## config.mk

```make
export PLATFORM = sky130hd
export DESIGN_NAME = seg_scan_ctrl
export DESIGN_NICKNAME = d
export VERILOG_FILES = /design/src/rtl/seg_pkg.sv /design/src/rtl/seg_dec7.sv /design/src/rtl/seg_scan_ctrl.sv
export SDC_FILE = /design/constraint.sdc
export NUM_CORES = 1
export LEC_CHECK = 0
export ABC_AREA = 1
export ABC_CLOCK_PERIOD_IN_PS = 1700
export CELL_PAD_IN_SITES_DETAIL_PLACEMENT = 1
export CELL_PAD_IN_SITES_GLOBAL_PLACEMENT = 1
export CORE_ASPECT_RATIO = 0.6
export CORE_MARGIN = 2
export CORE_UTILIZATION = 37
export CTS_CLUSTER_DIAMETER = 200
export DETAILED_ROUTE_END_ITERATION = 12
export PLACE_DENSITY = 0.79
export SYNTH_ARGS = -nofsm -noshare
export SYNTH_HDL_FRONTEND = slang
export SYNTH_SLANG_ARGS = --single-unit
export TNS_END_PERCENT = 100
```

## constraint.sdc

```tcl
create_clock -name clk -period 1.7 [get_ports clk]
set_clock_uncertainty 0.05 [all_clocks]
set_input_delay 0.17 -clock clk [delete_from_list [all_inputs] [get_ports clk]]
set_output_delay 0.17 -clock clk [all_outputs]
set_load 0.03 [all_outputs]
```

## src/rtl/seg_pkg.sv

```systemverilog
// Shared constants and the nibble-to-segment decode for the 7-segment scan controller.
package seg_pkg;

    localparam logic [7:0] SEG_OFF_AL = 8'hFF;
    localparam logic [7:0] SEG_OFF_AH = 8'h00;

    // Active-low codes for hex digits 0..F, bit7 = dp, bits6..0 = g..a.
    localparam logic [7:0] SEG_CODE [16] = '{
        8'hC0, 8'hF9, 8'hA4, 8'hB0, 8'h99, 8'h92, 8'h82, 8'hF8,
        8'h80, 8'h90, 8'h88, 8'h83, 8'hC6, 8'hA1, 8'h86, 8'h8E
    };

    function automatic logic [7:0] seg_decode(input logic [3:0] nibble,
                                              input logic       dp,
                                              input logic       active_low);
        logic [7:0] code;
        code = SEG_CODE[nibble];
        if (dp) begin
            code[7] = 1'b0;
        end
        return active_low ? code : ~code;
    endfunction

endpackage

```

## src/rtl/seg_dec7.sv

```systemverilog
// Combinational nibble + decimal point to 8-bit segment pattern.
module seg_dec7
    import seg_pkg::*;
#(
    parameter bit ACTIVE_LOW = 1'b1
) (
    input  logic [3:0] nibble,
    input  logic       dp,
    output logic [7:0] seg_c
);

    always_comb begin
        seg_c = seg_decode(nibble, dp, ACTIVE_LOW);
    end

endmodule

```

## src/rtl/seg_scan_ctrl.sv

```systemverilog
// Multiplexed 7-segment scan controller with PWM brightness, blanking,
// blinking, selectable polarity and a frame-done pulse.
module seg_scan_ctrl
    import seg_pkg::*;
#(
    parameter int unsigned NUM_DIG    = 6,
    parameter int unsigned SEL_W      = 3,
    parameter int unsigned SCAN_CNT   = 50000,
    parameter int unsigned BLINK_FRM  = 25,
    parameter bit          ACTIVE_LOW = 1'b1
) (
    input  logic                 clk,
    input  logic                 rst_n,
    input  logic                 disp_en,
    input  logic [NUM_DIG*4-1:0] din,
    input  logic [NUM_DIG-1:0]   dp_in,
    input  logic [NUM_DIG-1:0]   din_vld,
    input  logic [NUM_DIG-1:0]   blank_mask,
    input  logic [NUM_DIG-1:0]   blink_mask,
    input  logic [2:0]           brightness,
    output logic [SEL_W-1:0]     seg_sel,
    output logic [7:0]           segment,
    output logic                 frame_done
);

    localparam int unsigned CNT0_W    = $clog2(SCAN_CNT);
    localparam int unsigned THR_W     = CNT0_W + 1;
    localparam int unsigned FRM_W     = (BLINK_FRM > 1) ? $clog2(BLINK_FRM) : 1;
    localparam int unsigned SLOT_STEP = SCAN_CNT / 8;
    localparam logic [7:0]       SEG_OFF  = ACTIVE_LOW ? SEG_OFF_AL : SEG_OFF_AH;
    localparam logic [SEL_W-1:0] SEL_NONE = '1;

    logic [NUM_DIG-1:0][3:0] dig_q, dig_d;
    logic [NUM_DIG-1:0]      dp_q, dp_d;
    logic [CNT0_W-1:0]       cnt0_q, cnt0_d;
    logic [SEL_W-1:0]        cnt1_q, cnt1_d;
    logic [FRM_W-1:0]        frm_q, frm_d;
    logic                    phase_q, phase_d;
    logic [SEL_W-1:0]        seg_sel_q, seg_sel_d;
    logic [7:0]              segment_q, segment_d;
    logic                    frame_done_q, frame_done_d;

    logic                    cnt0_wrap_c, cnt1_wrap_c, frm_wrap_c;
    logic [THR_W-1:0]        thr_c;
    logic                    lit_c;
    logic [7:0]              dec_seg_c;

    // Digit storage: per-digit masked writes, independent of disp_en.
    always_comb begin
        dig_d = dig_q;
        dp_d  = dp_q;
        for (int k = 0; k < int'(NUM_DIG); k++) begin
            if (din_vld[k]) begin
                dig_d[k] = din[4*k +: 4];
                dp_d[k]  = dp_in[k];
            end
        end
    end

    // Slot / digit / frame counters; all clear while the display is disabled.
    always_comb begin
        cnt0_wrap_c = (cnt0_q == CNT0_W'(SCAN_CNT - 1));
        cnt1_wrap_c = (cnt1_q == SEL_W'(NUM_DIG - 1));
        frm_wrap_c  = (frm_q == FRM_W'(BLINK_FRM - 1));
        cnt0_d      = '0;
        cnt1_d      = '0;
        frm_d       = '0;
        phase_d     = 1'b0;
        if (disp_en) begin
            cnt0_d  = cnt0_wrap_c ? '0 : cnt0_q + CNT0_W'(1);
            cnt1_d  = cnt1_q;
            frm_d   = frm_q;
            phase_d = phase_q;
            if (cnt0_wrap_c) begin
                cnt1_d = cnt1_wrap_c ? '0 : cnt1_q + SEL_W'(1);
                if (cnt1_wrap_c) begin
                    frm_d = frm_wrap_c ? '0 : frm_q + FRM_W'(1);
                    if (frm_wrap_c) begin
                        phase_d = ~phase_q;
                    end
                end
            end
        end
    end

    seg_dec7 #(
        .ACTIVE_LOW (ACTIVE_LOW)
    ) u_dec (
        .nibble (dig_q[cnt1_q]),
        .dp     (dp_q[cnt1_q]),
        .seg_c  (dec_seg_c)
    );

    // Output selection: the digit is never selected while its segments are dark.
    always_comb begin
        thr_c        = THR_W'({1'b0, brightness} + 4'd1) * THR_W'(SLOT_STEP);
        lit_c        = disp_en && !blank_mask[cnt1_q]
                       && !(blink_mask[cnt1_q] && phase_q)
                       && ({1'b0, cnt0_q} < thr_c);
        seg_sel_d    = lit_c ? cnt1_q : SEL_NONE;
        segment_d    = lit_c ? dec_seg_c : SEG_OFF;
        frame_done_d = disp_en && cnt0_wrap_c && cnt1_wrap_c;
    end

    always_ff @(posedge clk or negedge rst_n) begin
        if (!rst_n) begin
            dig_q        <= '0;
            dp_q         <= '0;
            cnt0_q       <= '0;
            cnt1_q       <= '0;
            frm_q        <= '0;
            phase_q      <= 1'b0;
            seg_sel_q    <= SEL_NONE;
            segment_q    <= SEG_OFF;
            frame_done_q <= 1'b0;
        end else begin
            dig_q        <= dig_d;
            dp_q         <= dp_d;
            cnt0_q       <= cnt0_d;
            cnt1_q       <= cnt1_d;
            frm_q        <= frm_d;
            phase_q      <= phase_d;
            seg_sel_q    <= seg_sel_d;
            segment_q    <= segment_d;
            frame_done_q <= frame_done_d;
        end
    end

    assign seg_sel    = seg_sel_q;
    assign segment    = segment_q;
    assign frame_done = frame_done_q;

endmodule

```

After elaboration in Yosys (flattened, before gate mapping) --
Memory sizes are Yosys's and may differ from the RTL's. Cells that the tools add are included.
Word-level totals: flip-flop bits (word level) 67, latch bits 0, RAM bits 0, ROM bits 128, bits of input ports 54, output and inout bits 12, logic and storage cells 72, memories kept 1
Operators by class: add/sub/neg operators 4, multiply operators 1, div/mod/pow operators 0, $lt $le $gt $ge 3, equality and inequality tests 6, shifts and indexed selects 0, multiplexer cells 26, bitwise logic cells 2, reduce and logical (&&, ||, !) cells 10
Memories:
- (no name shown) | words 16, bits a word 8, read ports 1, clocked after memory_dff 0, write ports 0, RTL line seg_pkg.sv:17 | code = SEG_CODE[nibble];
Operators with widths (number):
- two-way mux 16 bit | 2
- two-way mux 8 bit | 3
- two-way mux 5 bit | 4
- < comparator 16 x 17 -> 1 bit | 1
- adder 16 x 1 -> 16 bit, second input constant | 1
- equality test 16 bit, second input constant | 1
- multiplier 4 x 12 -> 16 bit, second input constant | 1
- binary-select mux 4 bit (select 3 bit) | 1
- two-way mux 3 bit | 4
- binary-select mux 1 bit (select 3 bit) | 3
- two-way mux 1 bit | 8
- logical AND 1 bit | 6
- inequality test 2 x 1 -> 1 bit, second input constant | 3
- adder 5 x 1 -> 5 bit, second input constant | 1
- equality test 5 bit, second input constant | 1
- >= comparator 5 bit, second input constant | 1
- inverter 4 -> 5 bit | 1
- adder 3 x 1 -> 4 bit, second input constant | 1
- < comparator 3 x 4 -> 1 bit, second input constant | 1
- two-way mux 4 bit | 1
- adder 3 x 1 -> 3 bit, second input constant | 1
- equality test 3 bit, second input constant | 1
- AND reduction 3 bit | 1
- logical NOT 1 bit | 2
- other kinds (2) | 2

Longest topological paths before layout --
Gate-level depths: netlist of the first run.
depth after elaboration 8, gate-level depth with buffers 25, depth with buffers taken out 24

Hierarchy --
From an unflattened synthesis of the first run, not the netlist that was laid out.
Second synthesis, totals: cells, all modules 549, area, all modules 4660.7 µm²
By module, submodules not included:
- seg_scan_ctrl | instances 1, cells each 499, area each 4383.0 µm², seq. area each 1690.4 µm²
- seg_dec7 | instances 1, cells each 50, area each 277.8 µm², seq. area each 0.0 µm²

Least setup slack after synthesis of the first run --
No wires, ideal clock.
kind input port to flip-flop, start input brightness[0], end register seg_sel_q[2], in the netlist seg_sel[2], library setup time 0.083 ns, arrival time 3.205 ns, required time 1.567 ns, slack -1.638 ns, cell stages on the path 18, path buffers 1, cells stage by stage inv_1 > ha_1 > ha_1 > ha_1 > ha_1 > a21oi_1 > o21ai_0 > a31oi_1 > o21ai_0 > xor2_1 > ha_1 > a21oi_1 > nor2_1 > a211oi_1 > nor2_1 > nor2_2 > buf_6 > nand3_2
On the way: word-level cells in the longest chain between the ends 5
Ends and longest elaborated chain:
- start: declaration | RTL line seg_scan_ctrl.sv:20 | input logic [2:0] brightness,
- adder 3 x 1 -> 4 bit | RTL line seg_scan_ctrl.sv:96 | thr_c = THR_W'({1'b0, brightness} + 4'd1) * THR_W'(SLOT_STEP);
- multiplier 4 x 12 -> 16 bit | RTL line seg_scan_ctrl.sv:96
- < comparator 16 x 17 -> 1 bit | RTL line seg_scan_ctrl.sv:99 | && ({1'b0, cnt0_q} < thr_c);
- logical AND 1 bit | RTL line seg_scan_ctrl.sv:99
- two-way mux 3 bit | RTL line seg_scan_ctrl.sv:100 | seg_sel_d = lit_c ? cnt1_q : SEL_NONE;
- named net seg_sel_d[2] | RTL line seg_scan_ctrl.sv:39 | logic [SEL_W-1:0] seg_sel_q, seg_sel_d;
- end signal: assignment | RTL line seg_scan_ctrl.sv:123 | seg_sel_q <= seg_sel_d;
- end: declaration | RTL line seg_scan_ctrl.sv:39
The timed path passes the listed nets, and every way through them passes these cells. A chain may end at the register's enable or synchronous reset.

Worst setup path after layout of the first run --
start input brightness[0], end register segment_q[4], in the netlist segment[4]
On the way: word-level cells in the longest chain between the ends 5
Ends and longest elaborated chain:
- adder 3 x 1 -> 4 bit | RTL line seg_scan_ctrl.sv:96
- multiplier 4 x 12 -> 16 bit | RTL line seg_scan_ctrl.sv:96
- < comparator 16 x 17 -> 1 bit | RTL line seg_scan_ctrl.sv:99
- logical AND 1 bit | RTL line seg_scan_ctrl.sv:99
- two-way mux 8 bit | RTL line seg_scan_ctrl.sv:101 | segment_d = lit_c ? dec_seg_c : SEG_OFF;
- named net segment_d[4] | RTL line seg_scan_ctrl.sv:40 | logic [7:0] segment_q, segment_d;
- end signal: assignment | RTL line seg_scan_ctrl.sv:124 | segment_q <= segment_d;
- end: declaration | RTL line seg_scan_ctrl.sv:40
The timed path passes the listed nets, and every way through them passes these cells.

==> results of run 1 <==
-- path summary, 6_finish.rpt --
check / startpoint / endpoint / slack, ns
worst max-delay path: brightness[0] / segment[4] / -1.52
worst min-delay path: din[4] / dig_q[4] / 0.33
worst max register to register: cnt1_q[1] / segment[3] / -0.67
worst min register to register: dig_q[19] / dig_q[19] / 0.46
max in group asynchronous: rst_n / segment[1] / 0.92
min in group asynchronous: rst_n / frm_q[2] / 0.34
-- synthesized netlist by cell type, types with 3 or more instances --
| cell | n |
|---|---|
| a21oi_1 | 21 |
| buf_2 | 3 |
| clkbuf_1 | 5 |
| dfrtp_1 | 56 |
| dfstp_2 | 11 |
| ha_1 | 38 |
| inv_1 | 63 |
| inv_2 | 11 |
| mux2_2 | 15 |
| nand2_1 | 121 |
| nand2_2 | 7 |
| nand3_1 | 27 |
| nand3_2 | 11 |
| nand4_1 | 17 |
| nor2_1 | 41 |
| nor2_2 | 5 |
| nor3_1 | 5 |
| nor4_1 | 3 |
| o21ai_0 | 30 |
| o21ai_1 | 12 |
| o21bai_1 | 4 |
| o22ai_1 | 4 |
| xor2_1 | 6 |
-- critical path: stages --
cell	delay, ns
buf_8	0.09
clkinvlp_4	0.12
ha_4	0.33
ha_4	0.22
ha_4	0.22
ha_4	0.28
a21oi_4	0.05
o21ai_2	0.15
a31oi_1	0.12
o21ai_1	0.22
xor2_1	0.21
ha_1	0.29
a21oi_2	0.16
nor2_1	0.07
a211oi_2	0.21
nor2_2	0.10
nor2_4	0.18
clkbuf_16	0.18
nand3_2	0.06
-- registers in the layout, summed over array words and instances (netlist names) --
name,flops
seg_sel,3
dig_q,24
frame_done,1
frm_q,5
cnt0_q,16
segment,8
dp_q,6
cnt1_q,3
phase_q,1
-- metrics by stage --
stage | util [%] | hold WS, ns | worst slack [ns] | total power [uW] | cell area (um^2)
floorplan | - | -0.176 | -1.34 | 2340 | 4450
global placement | 51.1 | 0.168 | -2.13 | 2800 | 5840
detailed placement | 51.1 | 0.182 | -2.29 | 2880 | 5840
CTS | 58.1 | 0.328 | -1.26 | 5200 | 6640
global route | 59.8 | 0.377 | -1.65 | 5520 | 6830
finish | 59.8 | 0.329 | -1.52 | 5340 | 6830
-- routing by layer --
layer / GRT usage [%] / vias up / part of all wire, %
met2: 54.5 / 220 / 49
met3: 6.87 / 73 / 5.6
li1: - / 2128 / -
met1: 38.8 / 2497 / 41
met5: 0 / - / 0
met4: 12.6 / 0 / 4.0
-- layout make-up --
cell class	instances	area, um^2
Sequential cell	67	1690
Timing Repair Buffer	170	1500
Multi-Input combinational cell	388	2780
Clock inverter	7	124
Clock buffer	9	225
Tap cell	160	200
Inverter	76	300
Fill cell	1360	4580
-- cell usage in the layout, fill, tap and decap left out, types with 10 or more instances in the layout --
cell	synthesis	final
a21oi_1	21	17
buf_4	2	95
clkbuf_16	0	10
clkdlybuf4s50_1	0	50
dfrtp_1	56	53
dfstp_2	11	11
dlygate4sd2_1	0	11
ha_1	38	28
ha_4	0	10
inv_1	63	53
inv_2	11	18
mux2_2	15	15
nand2_1	121	109
nand2_2	7	11
nand3_1	27	22
nand3_2	11	15
nand4_1	17	17
nor2_1	41	29
nor2_4	2	12
o21ai_0	30	23
o21ai_1	12	12
-- kinds of logic after synthesis --
family	Yosys count	share of synthesized area, %
AOI/OAI and AO/OA	83	10.7
xor gates and xnor gates	7	1.40
adders and majority gates	38	10.9
buffers and inverters	88	8.15
DFF	67	38.7
muxes	16	4.09
and+or+nand+nor	244	26.1
-- power by group through the flow --
stage	Clock (uW)	Combinational [uW]	Sequential (uW)
after floorplan	0	533	1810
after global placement	0	1020	1780
after detailed placement	0	1090	1790
after CTS	2250	1180	1760
after global routing	2340	1390	1780
final	2260	1310	1770
-- timing repair --
item | in CTS | in global routing
cloned | 1 | 0
pin swaps | 23 | 17
gates resized for setup | 108 | 28
endpoints found under the setup margin | 41 | 33
setup buffers | 19 | 10
hold buffers | 1 | 0
hold endpoints to repair | 56 | 0
==> impl_metrics.ini, run 1 <==
[detailed_routing]
wl_per_cell_um = 23.0
vias = 4918
viasPerCell = 5.61
antenna_left = 0
drtPass1Iterations = 5
drc = 0
wirelength_mm = 20.2
drt_iter0_drc = 351

[placement]
hpwl_mm = 11.6
place_congestion = 0.839
dp_cells = 833
portBuffers = 65

[synth]
synth.area.top_cells = dfrtp_1, ha_1, nand2_1
synth_ff_type = dfrtp_1
syn_nets = 635
synth-seq-cells = 67
syn_area_um2 = 4370
synth_edf_count = 0
avgSynthCellArea_um2 = 8.05
ys.warnings.count = 0
ys_types = 42
yosysTopAreaCellShare_pct = 32.0
synth_cells = 543
async_reset_ff_share_pct = 100
yosys.area.top_type = dfrtp_1
ys_seq_area_share_pct = 38.7

[hold_path]
hold_class = input pin to flop
hold_depth = 3

[grt]
grt_max_degree = 68
grt_pass1_wl_mm = 29.7
grt_overflow = 0
grt_pass1_vias = 5269
antenna_found_initial = 0
grt_usage_pct = 31.5

[cts]
cts_tree = done
clock_sinks = 67
htree_levels = 3
cts.path.max_buffers = 2
cts_buffers = 9
root_buffer = clkbuf_16
clock_latency_ns = 0.35
path_clk_slew_ns = 0.07

[cells_and_area]
area_growth_pct = 56.1
drive_gt1_share_pct = 37.0
fin_cells = 877
fin_nets = 804
antenna_cells = 0

[die]
io_pins = 66
die_x_um = 144
start_util_pct = 38.3
fp.dieH_um = 88.2
placement_rows = 30
fp.coreArea_um2 = 11400
fp.dieArea_um2 = 12700

[worst_setup_path]
crit_fanout = 5
critical_path_class = input pin to flop
r2r_cells = 14
start_kind = input pin
arrival_ns = 3.44
end_kind = flop
cp.required_ns = 1.92

[job]
max_cap_violations = 0

[pwr]
p_comb_share_pct = 24.5
p_sw_share_pct = 30.2
p_int_uw = 3730
power.leakage_uw = 0.00314
seq_power_share_pct = 33.2
power_density_nw_per_um2 = 782
switching_power_uw = 1610
pwr-share-clk_pct = 42.3
vdd_drop_max_v = 0.000515

[timing]
finalSetupViolCount = 33
tns_ns = -20.51
period_needed_ns = 3.22
hold_violations = 0
worstMarginPinSlew_ns = 0.608
max_freq_mhz = 310
maxSlewViolCount = 0
relSlewSlack_pct = 59.3
finalCritPeriodShare_pct = 190
rsz0062_at_grt = true
fin_ws_ns = -1.52

[run_status]
status = finished with violations
violations = negative setup slack
Note: power is estimated with default switching activity, not from simulation.
==> run 2, diff against run 1 <==
ABC_CLOCK_PERIOD_IN_PS = unset   (was 1700)
CTS_CLUSTER_SIZE = 10   (was unset)
==> results of run 2 <==
The final DEF is identical to that of run 1; final timing and power are the same.
==> run 3, diff against run 2 <==
CORE_UTILIZATION = 41   (was 37)
MAX_ROUTING_LAYER = met4   (was unset)
PLACE_DENSITY = 0.83   (was 0.79)
clock period = 3 ns   (was 1.7 ns; I/O delays follow)
==> impl_metrics.ini, run 3 (synthesis gave the netlist of run 1 again) <==
[cts]
cts_hold_buf = 0
cts.path.max_buffers = 2
cts_buffers = 9
path_clk_slew_ns = 0.06
root_buffer = clkbuf_16
cts_tree = done
clock_sinks = 67
clock_latency_ns = 0.35
htree_levels = 3

[die]
fp.dieArea_um2 = 11500
io_pins = 66
die_x_um = 137
fp.dieH_um = 84.0
placement_rows = 29
start_util_pct = 41.7
fp.coreArea_um2 = 10500

[cells_and_area]
regArea_um2 = 1690
final_common_cell = nand2_1
area_growth_pct = 37.8
largest_register = dig_q
antenna_cells = 0
multiInputGateArea_um2 = 2540
largest_reg_flops = 24
final_cell_mix = nand2_1, clkdlybuf4s50_1, dfrtp_1
fin_nets = 740
drive_gt1_share_pct = 25.4
fill_cells = 1222

[grt]
grt_pass1_wl_mm = 26.4
antenna_found_initial = 0
grt_usage_pct = 31.2
grt_max_degree = 34
grt_pass1_vias = 4839
grt_overflow = 0

[timing]
period_needed_ns = 3.37
finalCritPeriodShare_pct = 112
fin_ws_ns = -0.373
tns_ns = -4.01
relSlewSlack_pct = 37.6
max_freq_mhz = 296
finalSetupViolCount = 11
fin_hold_ws_ns = -0.00566
rsz0062_at_grt = true
worstMarginPinSlew_ns = 0.927
hold_violations = 16
maxSlewViolCount = 0

[run_status]
status = finished with violations
violations = negative hold slack, negative setup slack

[placement]
hpwl_mm = 11.1
place_congestion = 0.892
portBuffers = 65
pre_cts_ws_ns = -1.21

[detailed_routing]
antenna_left = 0
drtPass1Iterations = 4
viasPerCell = 5.70
drc = 0
wl_per_cell_um = 22.0
drt_iter0_drc = 333
vias = 4516
wirelength_mm = 17.4

[hold_path]
hold_class = input pin to async pin

[worst_setup_path]
crit_fanout = 5
critical_path_class = input pin to flop
start_kind = input pin
end_kind = flop
arrival_ns = 3.59
cp.required_ns = 3.22

[pwr]
p_total_uw = 2850
power.leakage_uw = 0.00274
vdd_drop_max_v = 0.000329
power_density_nw_per_um2 = 474

[job]
max_cap_violations = 0
## run 3: cell types whose count changed in the layout (fill, tap and decap cells not counted), sizes merged
cell and change:
inv -1, clkinv +2, clkdlybuf4s15 -1, clkbuf -1, dlygate4sd3 -1, dlygate4sd2 -11
buf -61, clkdlybuf4s50 +11, bufinv -1
## run 3: worst max-delay path: stages
cell and delay [ns]:
buf_4 0.12, ha_4 0.17, inv_2 0.04, nand2_2 0.09
nand2_4 0.08, ha_4 0.27, inv_2 0.04, ha_4 0.30
ha_4 0.21, inv_2 0.07, o21bai_2 0.08, o21bai_2 0.21
inv_2 0.07, nand2_1 0.09, xor2_1 0.16, ha_1 0.21
a21oi_2 0.19, nor2_1 0.09, a211oi_2 0.23, nor2_2 0.08
nor2_4 0.16, buf_6 0.13, buf_12 0.11, nand3_2 0.06
## run 3: area by class of cell
class / instances / area share (%)
Tap cell: 139 / 2.89
Timing Repair Buffer: 106 / 16.7
Clock buffer: 9 / 3.74
Multi-Input combinational cell: 388 / 42.2
Clock inverter: 7 / 1.54
Sequential cell: 67 / 28.1
Inverter: 76 / 4.84
## run 3: path summary, 6_finish.rpt
path,startpoint,to,slack [ns],depth (start not counted)
max,brightness[1],segment[3],-0.37,24
min,rst_n,dig_q[23],-0.006,1
max reg2reg,cnt1_q[0],segment[3],0.32,15
min reg2reg,cnt0_q[0],cnt0_q[0],0.41,1
max in group asynchronous,rst_n,cnt0_q[0],2.10,2
min in group clk,cnt0_q[0],cnt0_q[0],0.41,1
## run 3: metrics by stage
| step | cell area, um^2 | cells | utilization, % |
|---|---|---|---|
| after global routing | 6030 | 792 | 57.5 |
| after CTS | 5970 | 791 | 56.9 |
| final | 6030 | 792 | 57.5 |
| after global placement | 5450 | 768 | 52.0 |
| after detailed placement | 5450 | 768 | 52.0 |
| after floorplan | 4450 | 543 | - |
## run 3: repair_timing
action,in CTS,in global routing
cloned,1,0
setup endpoints to repair,11,11
pin swaps,7,13
gates resized for setup,42,17
setup buffers,6,1
## run 3: power by group
| group | total (uW) | switching [uW] | leakage [uW] | internal (uW) |
|---|---|---|---|---|
| Combinational | 698 | 387 | 0.00176 | 311 |
| Clock | 1160 | 431 | 0.000149 | 724 |
| Sequential | 1000 | 32.7 | 0.000831 | 967 |
| Total | 2850 | 851 | 0.00274 | 2000 |
## run 3: routing by layer
layer,wire (um),track usage [%],vias to the layer above
met3,1170,7.10,65
met5,0,-,-
met4,575,9.00,0
li1,-,-,2014
met1,7380,40.0,2240
met2,8320,49.5,197
